<file path="config.mk">
export PLATFORM = sky130hd
export DESIGN_NAME = fetch_sequencer_flat
export DESIGN_NICKNAME = d
export VERILOG_FILES = /design/src/rtl/fetch_sequencer_if.sv /design/src/rtl/fetch_sequencer.sv /design/src/flat_wrapper.sv
export SDC_FILE = /design/constraint.sdc
export NUM_CORES = 1
export LEC_CHECK = 0
export CAP_MARGIN = 20
export CORE_MARGIN = 3
export CORE_UTILIZATION = 30
export DETAILED_ROUTE_END_ITERATION = 12
export HOLD_SLACK_MARGIN = 0.03
export MAX_ROUTING_LAYER = met4
export PLACE_DENSITY = 0.77
export SLEW_MARGIN = 20
export SYNTH_ARGS = -nofsm -noshare
export SYNTH_HDL_FRONTEND = slang
export SYNTH_SLANG_ARGS = --single-unit
</file>
<file path="constraint.sdc">
create_clock -name clk -period 2 [get_ports clk]
set_clock_uncertainty 0.05 [all_clocks]
set_input_delay 0.2 -clock clk [delete_from_list [all_inputs] [get_ports clk]]
set_output_delay 0.2 -clock clk [all_outputs]
set_load 0.01 [all_outputs]
</file>
<file path="src/rtl/fetch_sequencer_if.sv">
// IF-stage control bundle: pipeline events into the fetch sequencer, PC/IF-ID controls out.
// master = fetch_sequencer side, slave = pipeline / stimulus side.
interface fetch_sequencer_if;
   logic       branch_taken;
   logic [7:0] branch_target;
   logic       jump_req;
   logic [7:0] jump_target;
   logic       hazard_stall;
   logic [3:0] opcode;
   logic       resume;

   logic       pc_select;
   logic       select_line;
   logic [7:0] new_address;
   logic       if_id_flush;
   logic       if_id_hold;
   logic [1:0] fsm_state;

   modport master (
      input  branch_taken, branch_target, jump_req, jump_target,
             hazard_stall, opcode, resume,
      output pc_select, select_line, new_address, if_id_flush,
             if_id_hold, fsm_state
   );

   modport slave (
      output branch_taken, branch_target, jump_req, jump_target,
             hazard_stall, opcode, resume,
      input  pc_select, select_line, new_address, if_id_flush,
             if_id_hold, fsm_state
   );
endinterface

</file>
<file path="src/rtl/fetch_sequencer.sv">
// IF-stage control FSM (RUN/STALL/FLUSH/HALTED); Mealy outputs, redirect loads PC on the next edge.
// Optional perf counters under FETCH_PERF_CNT_EN; outputs forced to 0 while reset is low.
module fetch_sequencer #(
   parameter int unsigned FLUSH_CYCLES = 2,
   parameter logic [3:0]  HALT_OPCODE  = 4'hF
) (
   input  logic               clk,
   input  logic               reset,
   fetch_sequencer_if.master  bus
`ifdef FETCH_PERF_CNT_EN
   ,
   output logic [15:0]        stall_cycles,
   output logic [15:0]        flush_cycles
`endif
);

   typedef enum logic [1:0] {
      ST_RUN    = 2'd0,
      ST_STALL  = 2'd1,
      ST_FLUSH  = 2'd2,
      ST_HALTED = 2'd3
   } state_e;

   localparam logic [2:0] FLUSH_LOAD = 3'(FLUSH_CYCLES - 1);

   state_e     state_q, state_d;
   logic [2:0] cnt_q, cnt_d;

   logic       pc_select_c;
   logic       select_line_c;
   logic [7:0] new_address_c;
   logic       if_id_flush_c;
   logic       if_id_hold_c;
   logic       redirect;

   assign redirect = bus.branch_taken | bus.jump_req;

   always_ff @(posedge clk or negedge reset) begin
      if (!reset) begin
         state_q <= ST_RUN;
         cnt_q   <= 3'd0;
      end else begin
         state_q <= state_d;
         cnt_q   <= cnt_d;
      end
   end

   always_comb begin
      state_d       = state_q;
      cnt_d         = cnt_q;
      pc_select_c   = 1'b0;
      select_line_c = 1'b0;
      new_address_c = 8'h00;
      if_id_flush_c = 1'b0;
      if_id_hold_c  = 1'b0;

      case (state_q)
         ST_RUN, ST_STALL: begin
            if (redirect) begin
               pc_select_c   = 1'b1;
               select_line_c = 1'b1;
               if_id_flush_c = 1'b1;
               new_address_c = bus.branch_taken ? bus.branch_target : bus.jump_target;
               cnt_d         = FLUSH_LOAD;
               state_d       = (FLUSH_CYCLES == 1) ? ST_RUN : ST_FLUSH;
            end else if (bus.hazard_stall) begin
               if_id_hold_c = 1'b1;
               state_d      = ST_STALL;
            end else if (bus.opcode == HALT_OPCODE) begin
               // HALT still outranks nothing but plain fetch, in STALL as well as RUN
               if_id_hold_c = 1'b1;
               state_d      = ST_HALTED;
            end else begin
               pc_select_c = 1'b1;
               state_d     = ST_RUN;
            end
         end

         ST_FLUSH: begin
            // Instructions arriving here are squashed, so every event input is ignored
            pc_select_c   = 1'b1;
            if_id_flush_c = 1'b1;
            if (cnt_q == 3'd0) begin
               state_d = ST_RUN;
            end else begin
               cnt_d = cnt_q - 3'd1;
            end
         end

         ST_HALTED: begin
            if_id_hold_c = 1'b1;
            if (bus.resume) begin
               state_d = ST_RUN;
            end
         end

         default: begin
            state_d = ST_RUN;
            cnt_d   = 3'd0;
         end
      endcase
   end

   // Reset gates the Mealy outputs so the pipeline sees all-zero controls immediately
   assign bus.pc_select   = reset & pc_select_c;
   assign bus.select_line = reset & select_line_c;
   assign bus.new_address = reset ? new_address_c : 8'h00;
   assign bus.if_id_flush = reset & if_id_flush_c;
   assign bus.if_id_hold  = reset & if_id_hold_c;
   assign bus.fsm_state   = state_q;

`ifdef FETCH_PERF_CNT_EN
   logic [15:0] stall_cnt_q, stall_cnt_d;
   logic [15:0] flush_cnt_q, flush_cnt_d;

   always_ff @(posedge clk or negedge reset) begin
      if (!reset) begin
         stall_cnt_q <= 16'h0000;
         flush_cnt_q <= 16'h0000;
      end else begin
         stall_cnt_q <= stall_cnt_d;
         flush_cnt_q <= flush_cnt_d;
      end
   end

   always_comb begin
      stall_cnt_d = stall_cnt_q;
      flush_cnt_d = flush_cnt_q;
      if (((state_q == ST_STALL) || (state_q == ST_HALTED)) && (stall_cnt_q != 16'hFFFF)) begin
         stall_cnt_d = stall_cnt_q + 16'd1;
      end
      if (if_id_flush_c && (flush_cnt_q != 16'hFFFF)) begin
         flush_cnt_d = flush_cnt_q + 16'd1;
      end
   end

   assign stall_cycles = stall_cnt_q;
   assign flush_cycles = flush_cnt_q;
`endif

endmodule
</file>
<file path="src/flat_wrapper.sv">
// flat-port wrapper written by rule: the top's interface ports become plain ports
module fetch_sequencer_flat 
#(
   parameter int unsigned FLUSH_CYCLES = 2,
   parameter logic [3:0]  HALT_OPCODE  = 4'hF
)
  (clk, reset, bus_branch_taken, bus_branch_target, bus_jump_req, bus_jump_target, bus_hazard_stall, bus_opcode, bus_resume, bus_pc_select, bus_select_line, bus_new_address, bus_if_id_flush, bus_if_id_hold, bus_fsm_state);
  fetch_sequencer_if bus_i ();
  input  logic clk;
  input  logic reset;
  input wire logic [$bits(bus_i.branch_taken)-1:0] bus_branch_taken;
  input wire logic [$bits(bus_i.branch_target)-1:0] bus_branch_target;
  input wire logic [$bits(bus_i.jump_req)-1:0] bus_jump_req;
  input wire logic [$bits(bus_i.jump_target)-1:0] bus_jump_target;
  input wire logic [$bits(bus_i.hazard_stall)-1:0] bus_hazard_stall;
  input wire logic [$bits(bus_i.opcode)-1:0] bus_opcode;
  input wire logic [$bits(bus_i.resume)-1:0] bus_resume;
  output wire logic [$bits(bus_i.pc_select)-1:0] bus_pc_select;
  output wire logic [$bits(bus_i.select_line)-1:0] bus_select_line;
  output wire logic [$bits(bus_i.new_address)-1:0] bus_new_address;
  output wire logic [$bits(bus_i.if_id_flush)-1:0] bus_if_id_flush;
  output wire logic [$bits(bus_i.if_id_hold)-1:0] bus_if_id_hold;
  output wire logic [$bits(bus_i.fsm_state)-1:0] bus_fsm_state;
  assign bus_i.branch_taken = bus_branch_taken;
  assign bus_i.branch_target = bus_branch_target;
  assign bus_i.jump_req = bus_jump_req;
  assign bus_i.jump_target = bus_jump_target;
  assign bus_i.hazard_stall = bus_hazard_stall;
  assign bus_i.opcode = bus_opcode;
  assign bus_i.resume = bus_resume;
  assign bus_pc_select = bus_i.pc_select;
  assign bus_select_line = bus_i.select_line;
  assign bus_new_address = bus_i.new_address;
  assign bus_if_id_flush = bus_i.if_id_flush;
  assign bus_if_id_hold = bus_i.if_id_hold;
  assign bus_fsm_state = bus_i.fsm_state;
  fetch_sequencer #(.FLUSH_CYCLES(FLUSH_CYCLES), .HALT_OPCODE(HALT_OPCODE)) u_core (.clk(clk), .reset(reset), .bus(bus_i));
endmodule
</file>
-- Word-level counts from Yosys, hierarchy flattened
Index checks and enable logic that the tools add are counted.
- div/mod/pow operators: 0
- bitwise operators: 5
- equality and inequality tests: 8
- muxes and demuxes: 24
- $lt $le $gt $ge: 0
- add/subtract/negate cells: 1
- multipliers: 0
- shift-type cells: 0
- reduce and logical (&&, ||, !) cells: 6
- operators with widths (kind ; count):
    8-bit 2-to-1 mux ; 4
    2-bit 2-to-1 mux ; 5
    1-bit 2-to-1 mux ; 8
    3-bit 2-to-1 mux ; 2
    1-bit case mux with 2 select lines ; 3
    2-bit case mux with 3 select lines ; 1
    3-bit case mux with 2 select lines ; 1
    1-bit bitwise AND ; 4
    2-bit == test, second input constant ; 2
    4-bit == test, second input constant ; 1
    2-bit by 1-bit inequality test with 1-bit output, second input constant ; 2
    2-bit inequality test, second input constant ; 2
    3-bit logical NOT ; 1
    3-bit AND reduction ; 1
    3-bit by 1-bit subtractor with 3-bit output, second input constant ; 1
    2-bit by 1-bit == test with 1-bit output, second input constant ; 1
    2-bit logical NOT ; 1
    2-bit AND reduction ; 1
    2-bit nonzero test ; 1
    2-bit OR reduction ; 1
    1-bit bitwise OR ; 1
- ROM bits: 0
- bits in latches: 0
- flip-flop bits (word level): 5
- bits in writable memories: 0
- memories: 0
- output and inout port bits: 14
- logic and storage cells: 46
- input bits: 26

-- Depth between registers and ports, before layout
Gate-level depths: netlist (run 1).
- word-level depth: 6
- depth in mapped cells: 5
- mapped depth without buffers: 5

-- Worst setup path before layout (run 1)
OpenSTA, ideal clock, no wires.
- path kind: flip-flop to output port
- start: register u_core.state_q[1] (netlist: u_core.bus.fsm_state[1])
- end: output bus_new_address[0]
- data required time: 1.750 ns
- arrival: 1.179 ns
- buffers on the path: 1
- stages on the path, launching flop included: 4
- setup slack: 0.571 ns
- cell sequence: dfrtp_1 > or3b_1 > buf_6 > nor2_1
- cells in the longest elaborated chain, start to end: 4
- elaborated cells on any way between the ends: 5
- those cells by class: eq/ne (1); mux (2); reduce/logical (2)
- RTL lines (element ; RTL line ; RTL):
    start, declared ; fetch_sequencer.sv:26 ; state_e state_q, state_d;
    start signal, assigned ; fetch_sequencer.sv:43 ; state_q <= state_d;
    2-bit by 1-bit == test with 1-bit output or 2-bit logical NOT (tied branches) ; fetch_sequencer.sv:57 ; case (state_q)
    2-bit OR reduction (*) ; fetch_sequencer.sv:57 ;
    8-bit 2-to-1 mux (*) ; fetch_sequencer.sv:57 ;
    8-bit 2-to-1 mux (*) ; fetch_sequencer.sv:107 ; assign bus.new_address = reset ? new_address_c : 8'h00;
    end, declared ; flat_wrapper.sv:20 ; output wire logic [$bits(bus_i.new_address)-1:0] bus_new_address;
Every way passes the cells marked *; elsewhere a longest branch is shown, timed or not.

-- Final worst setup path (run 1)
- start: input reset
- end: output bus_select_line
- cells in the longest elaborated chain, start to end: 1
- RTL lines (element ; RTL line ; RTL):
    start, declared ; flat_wrapper.sv:10 ; input logic reset;
    1-bit bitwise AND ; fetch_sequencer.sv:106 ; assign bus.select_line = reset & select_line_c;
    end, declared ; flat_wrapper.sv:19 ; output wire logic [$bits(bus_i.select_line)-1:0] bus_select_line;
Every way passes these cells.

==> results.sh, run 1 <==
export IMPL_area_delta_synth_final_pct=99.2
export IMPL_grt_ovfl_total=0
export IMPL_drive_above_1_share_pct=14.9
export IMPL_multi_input_area_um2=314
export IMPL_n_antenna_cell=0
export IMPL_antenna_left=0
export IMPL_yosys_area_top_type_share_pct=27.1
export IMPL_gp_congestion=0.704
export IMPL_clockRootBuffer="clkbuf_4"
export IMPL_syn_inst=54
export IMPL_cts_reportedPaths_clkPinSlew_ns=0.05
export IMPL_n_fill_cell=131
export IMPL_fin_area_um2=920
export IMPL_hold_slack_ns=0.206
export IMPL_io_pins=40
export IMPL_final_cell_mix="27 x clkdlybuf4s50_1, 13 x nor2_1, 11 x dlygate4sd2_1, 10 x mux2i_1, 6 x buf_4"
export IMPL_total_leakage_power_nw=0.470
export IMPL_min_path_type="input pin to asynchronous set/reset pin"
export IMPL_cp_required_ns=1.75
export IMPL_power_density_mw_per_mm2=798
export IMPL_ys_ff_latch=5
export IMPL_die_h_um=45.2
export IMPL_initial_core_util_pct=33.8
export IMPL_r2r_cells=5
export IMPL_final_common_cell="clkdlybuf4s50_1"
export IMPL_wl_um=1400
export IMPL_grt_pass1_vias=537
export IMPL_cts_buffer_depth=2
export IMPL_synth_largest_area_cell="dfrtp_1"
export IMPL_die_area_mm2=0.00205
export IMPL_portBuffers=39
export IMPL_rsz0062_at_grt="no"
export IMPL_rows=13
export IMPL_setup_viol=0
export IMPL_slew_violations=0
export IMPL_antenna_found_initial=0
export IMPL_wl_per_cell_um=12.1
export IMPL_maxSlewHeadroom_pct=81.6
export IMPL_drc=0
export IMPL_crit_arrival_ns=1.69
export IMPL_viasPerCell=4.87
export IMPL_start_kind="input pin"
export IMPL_dr_pass1_iters=2
export IMPL_rr_startpoint="u_core.cnt_q[0]"
export IMPL_synth_cell_types=19
export IMPL_cts_buffers=3
export IMPL_synth_area_per_cell_um2=8.55
export IMPL_status="complete, no violations"
export IMPL_die_x_um=45.2
export IMPL_finalPower_w=0.000734
export IMPL_seq_area_um2=125
export IMPL_synth_nets=82
export IMPL_syn_area_um2=462
export IMPL_grt_start_max_net_pins=10
export IMPL_layoutNonFillerInstCount=116
export IMPL_max_freq_mhz=516
export IMPL_grt_pass1_wl_um=2290
export IMPL_path_class="input pin to output port"
export IMPL_nNetsFinal=130
export IMPL_ir_drop_mv=0.455
export IMPL_yosysWarnings=0
export IMPL_cts_tree="yes"
export IMPL_maxCapViolCount=0
export IMPL_place_inst=110
export IMPL_finalHoldViolCount=0
export IMPL_cts_htree_levels=1
export IMPL_place_area_um2=878
export IMPL_fin_crit_sh_pct=96.8
export IMPL_period_needed_ns=1.94
export IMPL_end_kind="output port"
export IMPL_grt_use_total_pct=16.4
export IMPL_synth_top_cells_by_area="dfrtp_1 27%, mux2i_1 22%, nor2_1 11%, ha_1 5.4%, buf_6 4.9%"
export IMPL_cts_sinks=5
export IMPL_clkLatencyLatePin_ns=0.25
export IMPL_vias=565
export IMPL_rrSetupSlack_ns=0.47
export IMPL_drtIter0Drc=1
export IMPL_core_area_mm2=0.00137
export IMPL_final_core_util_pct=67.3
export IMPL_path_max_fanout=6
export IMPL_yosysSeqAreaShare_pct=27.1
export IMPL_dp_hpwl_um=1190
export IMPL_r2r_end="u_core.cnt_q[1]"
export IMPL_max_slew_worst_pin_slew_ns=0.277
[how the worst max path moves through the flow]
| stage | end | from | slack, ns |
|---|---|---|---|
| global route | bus_select_line | reset | 0.03 |
| detailed placement | bus_new_address[5] | bus_branch_taken | -0.26 |
| global placement | bus_new_address[5] | bus_branch_taken | -0.23 |
| CTS | bus_select_line | u_core.bus.fsm_state[1] | 0.03 |
| floorplan | bus_new_address[0] | u_core.bus.fsm_state[1] | 0.57 |
| finish | bus_select_line | reset | 0.06 |
[cell usage after synthesis, drive strengths merged]
master / n
nor2b: 3
inv: 3
mux2: 1
nand2b: 1
a21boi: 1
dfrtp: 5
nand2: 3
or3b: 1
ha: 2
and4: 1
buf: 2
nor2: 14
o22ai: 1
nor3: 1
o21ai: 3
a211o: 1
mux2i: 10
a21bo: 1
[where the power goes]
group / switching (W) / total [W] / internal, W
registers: 0.0000287 / 0.000172 / 0.000143
clock network: 0.0000448 / 0.000120 / 0.0000757
logic: 0.000186 / 0.000442 / 0.000256
[critical path: stages]
cell	delay, ns
clkdlybuf4s50_1	0.48
or3b_4	0.42
inv_1	0.06
clkdlybuf4s50_1	0.52
[routing by layer]
layer | global-route usage, % | vias up | routed length, um
met5 | - | - | 0
met4 | 10.5 | 0 | 34
met3 | 6.37 | 4 | 219
met2 | 24.6 | 38 | 614
met1 | 18.0 | 244 | 533
li1 | - | 279 | -
[flip-flops by register name, indices dropped and copies added (netlist names)]
register	flops
u_core.cnt_q	3
u_core.bus.fsm_state	2
[area by class of cell]
cell class / instances / area share (%)
Multi-Input combinational cell: 44 / 34.1
Sequential cell: 5 / 13.6
Clock buffer: 4 / 2.86
Tap cell: 15 / 2.04
Timing Repair Buffer: 45 / 46.1
Inverter: 3 / 1.22
[stage by stage]
stage | setup TNS [ns] | worst slack [ns]
global placement | -2.00 | -0.226
global route | 0 | 0.0260
floorplan | 0 | 0.571
CTS | 0 | 0.0276
detailed placement | -2.31 | -0.257
finish | 0 | 0.0635
[cell families after synthesis]
kind of cell,count (synthesis),synth area share (%)
AND/OR/NAND/NOR,24,25.7
multiplexers,11,24.1
AO/OA/AOI/OAI,7,10.3
buffers and inverters,5,7.32
flip-flops,5,27.1
adder cells (fa/ha/maj),2,5.42
[timing repair]
item                                   4_1_cts  5_1_grt
setup endpoints to repair                   11        2
resized for setup                           14        2
endpoints found under the hold margin        0        0
hold buffers                                 0        0
gates cloned                                 0        0
setup buffers                                0        2
No activity file was read; power rests on OpenSTA's default activity.
==> run 2, diff against run 1 <==
--- a/config.mk
+++ b/config.mk
@@ -7,2 +7,3 @@
 export LEC_CHECK = 0
+export ABC_AREA = 0
 export CAP_MARGIN = 20
==> constraint.sdc (replaced) <==
create_clock -name clk -period 2 [get_ports clk]
set_clock_uncertainty 0.05 [all_clocks]
set_input_delay 0.3 -clock clk [delete_from_list [all_inputs] [get_ports clk]]
set_output_delay 0.3 -clock clk [all_outputs]
set_load 0.01 [all_outputs]
==> results.sh, run 2 (synthesis gave the netlist of run 1 again) <==
export IMPL_cp_required_ns=1.65
export IMPL_cts_buffer_depth=2
export IMPL_layoutNonFillerInstCount=118
export IMPL_wl_um=1450
export IMPL_portBuffers=39
export IMPL_area_delta_synth_final_pct=97.0
export IMPL_cts_reportedPaths_clkPinSlew_ns=0.05
export IMPL_grt_pass1_wl_um=2350
export IMPL_n_antenna_cell=0
export IMPL_antenna_found_initial=0
export IMPL_clockRootBuffer="clkbuf_4"
export IMPL_io_pins=40
export IMPL_period_needed_ns=1.85
export IMPL_maxSlewHeadroom_pct=83.8
export IMPL_die_h_um=45.2
export IMPL_vias=578
export IMPL_clkLatencyLatePin_ns=0.24
export IMPL_antenna_left=0
export IMPL_rsz0062_at_grt="no"
export IMPL_total_leakage_power_nw=0.466
export IMPL_status="complete, no violations"
export IMPL_end_kind="output port"
export IMPL_rows=13
export IMPL_cts_buffers=3
export IMPL_final_common_cell="clkdlybuf4s50_1"
export IMPL_drtIter0Drc=4
export IMPL_start_kind="flop"
export IMPL_regMostFlops="u_core.cnt_q"
export IMPL_finalPower_w=0.000752
export IMPL_fin_crit_sh_pct=92.4
export IMPL_slowest_stage="or3b_4"
export IMPL_grt_pass1_vias=571
export IMPL_crit_arrival_ns=1.50
export IMPL_die_x_um=45.2
export IMPL_initial_core_util_pct=33.8
export IMPL_cts_tree="yes"
export IMPL_gp_congestion=0.722
export IMPL_n_fill_cell=128
export IMPL_core_area_mm2=0.00137
export IMPL_place_inst=112
export IMPL_drive_above_1_share_pct=22.3
export IMPL_rrSetupSlack_ns=0.54
export IMPL_setup_viol=0
export IMPL_max_slew_worst_pin_slew_ns=0.242
export IMPL_dp_hpwl_um=1180
export IMPL_path_max_fanout=8
export IMPL_finalSetupTns_ns=0
export IMPL_final_cell_mix="24 x clkdlybuf4s50_1, 13 x nor2_1, 10 x mux2i_1, 7 x buf_2"
export IMPL_die_area_mm2=0.00205
export IMPL_largest_reg_flops=3
export IMPL_grt_use_total_pct=15.7
export IMPL_dr_pass1_iters=4
export IMPL_final_core_util_pct=66.6
export IMPL_maxCapViolCount=0
export IMPL_viasPerCell=4.90
export IMPL_path_class="flop to output port"
export IMPL_cts_sinks=5
export IMPL_grt_ovfl_total=0
export IMPL_grt_start_max_net_pins=9
export IMPL_wl_per_cell_um=12.2
export IMPL_max_freq_mhz=541
export IMPL_ir_drop_mv=0.662
export IMPL_nNetsFinal=132
export IMPL_cts_htree_levels=1
export IMPL_slowest_delay_ns=0.41
export IMPL_cp_cell_sequence="or3b_4 > buf_6 > nor2_1 > clkdlybuf4s15_2"
export IMPL_finalHoldViolCount=0
export IMPL_min_path_type="flop to flop"
export IMPL_fin_area_um2=910
export IMPL_power_density_mw_per_mm2=827
export IMPL_slew_violations=0
export IMPL_drc=0
export IMPL_place_area_um2=893
-- run 2: worst paths after layout --
check                                   startpoint                      end  cells after the start
max                        u_core.bus.fsm_state[1]       bus_new_address[4]                      4
min                                u_core.cnt_q[1]          u_core.cnt_q[1]                      1
max reg2reg                        u_core.cnt_q[0]  u_core.bus.fsm_state[1]                      6
min reg2reg                        u_core.cnt_q[1]          u_core.cnt_q[1]                      1
max in group asynchronous                    reset  u_core.bus.fsm_state[0]                      3
min in group asynchronous                    reset          u_core.cnt_q[2]                      3
-- run 2: worst max-delay path: cells and delay by family (launching register included) --
| kind | cells | cell delay [ns] |
|---|---|---|
| and+or+nand+nor | 2 | 0.50 |
| DFF | 1 | 0.39 |
| buffers and inverters | 2 | 0.36 |
-- run 2: power by group --
part           internal [W]  leakage, nW  switching [W]
Clock             0.0000754       0.0150      0.0000409
Sequential         0.000143       0.0624      0.0000266
Combinational      0.000264        0.389       0.000202
Total              0.000483        0.466       0.000270
-- run 2: metrics by stage --
stage | worst slack [ns] | hold WS, ns
after CTS | 0.00374 | 0.327
after detailed placement | -0.463 | 0.452
final | 0.152 | 0.459
after global routing | 0.0554 | 0.503
after global placement | -0.425 | 0.441
after floorplan | 0.471 | -0.0456
-- run 2: what timing repair did --
action / 4_1_cts / 5_1_grt
hold buffers: 0 / 1
endpoints found under the hold margin: 0 / 5
gates cloned: 0 / 0
endpoints found under the setup margin: 12 / 2
buffers inserted: 1 / 0
pin swaps: 0 / 0
resized for setup: 40 / 2
-- run 2: layer usage --
metal | GRT usage (%) | part of all wire, % | routed length [um]
met5 | - | 0 | 0
met4 | 4.68 | 0 | 0
met3 | 5.58 | 17 | 247
met2 | 25.1 | 44 | 632
met1 | 18.4 | 39 | 564
-- run 2: final cells by class --
| class | count | area (um^2) | area share, % |
|---|---|---|---|
| Timing Repair Buffer | 47 | 418 | 45.9 |
| Multi-Input combinational cell | 44 | 310 | 34.1 |
| Sequential cell | 5 | 125 | 13.8 |
| Clock buffer | 4 | 26.3 | 2.89 |
| Tap cell | 15 | 18.8 | 2.06 |
| Inverter | 3 | 11.3 | 1.24 |
==> run 3, diff against run 2 <==
- SKIP_CTS_REPAIR_TIMING: not set -> 1
==> results.sh, run 3 (synthesis gave the netlist of run 1 again) <==
export IMPL_cts_buffers=3
export IMPL_end_kind="output port"
export IMPL_seq_area_um2=125
export IMPL_total_leakage_power_nw=0.634
export IMPL_r2r_end="u_core.bus.fsm_state[1]"
export IMPL_initial_core_util_pct=33.8
export IMPL_maxSlewHeadroom_pct=84.7
export IMPL_wl_per_cell_um=12.6
export IMPL_cts_tree="yes"
export IMPL_die_area_mm2=0.00205
export IMPL_n_fill_cell=115
export IMPL_antenna_found_initial=0
export IMPL_rr_startpoint="u_core.cnt_q[0]"
export IMPL_cts_reportedPaths_clkPinSlew_ns=0.05
export IMPL_core_area_mm2=0.00137
export IMPL_finalHoldViolCount=0
export IMPL_grt_ovfl_total=0
export IMPL_area_delta_synth_final_pct=112
export IMPL_largest_reg_flops=3
export IMPL_rrSetupSlack_ns=0.54
export IMPL_rsz0062_at_grt="no"
export IMPL_cts_sinks=5
export IMPL_place_area_um2=893
export IMPL_path_class="input pin to output port"
export IMPL_vias=581
export IMPL_final_common_cell="clkdlybuf4s50_1"
export IMPL_rows=13
export IMPL_hold_slack_ns=0.369
export IMPL_power_density_mw_per_mm2=787
export IMPL_regMostFlops="u_core.cnt_q"
export IMPL_wl_um=1480
export IMPL_grt_use_total_pct=15.4
export IMPL_dr_pass1_iters=4
export IMPL_multi_input_area_um2=325
export IMPL_start_kind="input pin"
export IMPL_fin_area_um2=981
export IMPL_clockRootBuffer="clkbuf_4"
export IMPL_setup_worst_path_end="bus_new_address[5]"
export IMPL_antenna_left=0
export IMPL_io_pins=40
export IMPL_cts_buffer_depth=2
export IMPL_viasPerCell=4.97
export IMPL_crit_path_start="reset"
export IMPL_crit_arrival_ns=1.55
export IMPL_grt_start_max_net_pins=10
export IMPL_drtIter0Drc=5
export IMPL_cts_htree_levels=1
export IMPL_slew_violations=0
export IMPL_r2r_cells=6
export IMPL_drive_above_1_share_pct=15.7
export IMPL_clkLatencyLatePin_ns=0.24
export IMPL_final_cell_mix="25 x clkdlybuf4s50_1, 14 x dlymetal6s2s_1, 13 x nor2_1, 10 x mux2i_1"
export IMPL_period_needed_ns=1.90
export IMPL_ir_drop_mv=0.659
export IMPL_maxCapViolCount=0
export IMPL_status="complete, no violations"
export IMPL_setup_viol=0
export IMPL_die_x_um=45.2
export IMPL_gp_congestion=0.722
export IMPL_max_freq_mhz=525
export IMPL_cp_required_ns=1.65
export IMPL_grt_pass1_vias=569
export IMPL_fin_crit_sh_pct=95.2
export IMPL_min_path_type="input pin to asynchronous set/reset pin"
export IMPL_portBuffers=39
export IMPL_drc=0
export IMPL_nNetsFinal=131
export IMPL_grt_pass1_wl_um=2300
export IMPL_max_slew_worst_pin_slew_ns=0.229
export IMPL_die_h_um=45.2
export IMPL_path_max_fanout=5
export IMPL_dp_hpwl_um=1180
export IMPL_n_antenna_cell=0
==> run 3: final cells by class <==
cell class	instances	area share, %
clock buffers	4	2.68
inverters	3	1.15
multi-input cells	45	33.2
flip-flops and latches	5	12.8
well taps	15	1.91
repair buffers	45	48.3
==> run 3: per-layer routing <==
| metal | wire, um | track usage, % |
|---|---|---|
| met1 | 597 | 18.4 |
| met2 | 635 | 24.9 |
| met3 | 243 | 4.38 |
| met4 | 0 | 4.68 |
| met5 | 0 | - |
==> run 3: through the flow <==
| stage | setup slack, ns | TNS, ns | utilization [%] | std cells | power, W |
|---|---|---|---|---|---|
| 2_1_floorplan | 0.471 | 0 | - | 54 | 0.000425 |
| 3_3_place_gp | -0.425 | -4.20 | 65.4 | 112 | 0.000627 |
| 3_5_place_dp | -0.463 | -4.50 | 65.4 | 112 | 0.000648 |
| 4_1_cts | -0.469 | -4.58 | 67.3 | 116 | 0.000768 |
| 5_1_grt | 0.0594 | 0 | 71.8 | 117 | 0.000840 |
| 6_report | 0.0964 | 0 | 71.8 | 117 | 0.000772 |
==> run 3: report_power, final <==
group	leakage, nW	switching, W	internal [W]
clock network	0.0150	0.0000405	0.0000754
registers	0.0624	0.0000299	0.000143
logic	0.557	0.000202	0.000281
total	0.634	0.000273	0.000499
==> run 3: worst min path at each step <==
stage / endpoint / slack, ns / from / depth (start not counted)
5_1_grt: u_core.cnt_q[2] / 0.37 / reset / 2
6_report: u_core.cnt_q[2] / 0.37 / reset / 2
3_5_place_dp: u_core.cnt_q[1] / 0.45 / u_core.cnt_q[1] / 1
3_3_place_gp: u_core.cnt_q[1] / 0.44 / u_core.cnt_q[1] / 1
4_1_cts: u_core.cnt_q[2] / 0.33 / reset / 2
2_1_floorplan: u_core.bus.fsm_state[0] / -0.05 / reset / 0
==> run 3: worst max-delay path, cell delays in order <==
cell	delay, ns
clkdlybuf4s50_1	0.53
or3b_4	0.43
nor2_1	0.12
dlymetal6s2s_1	0.17
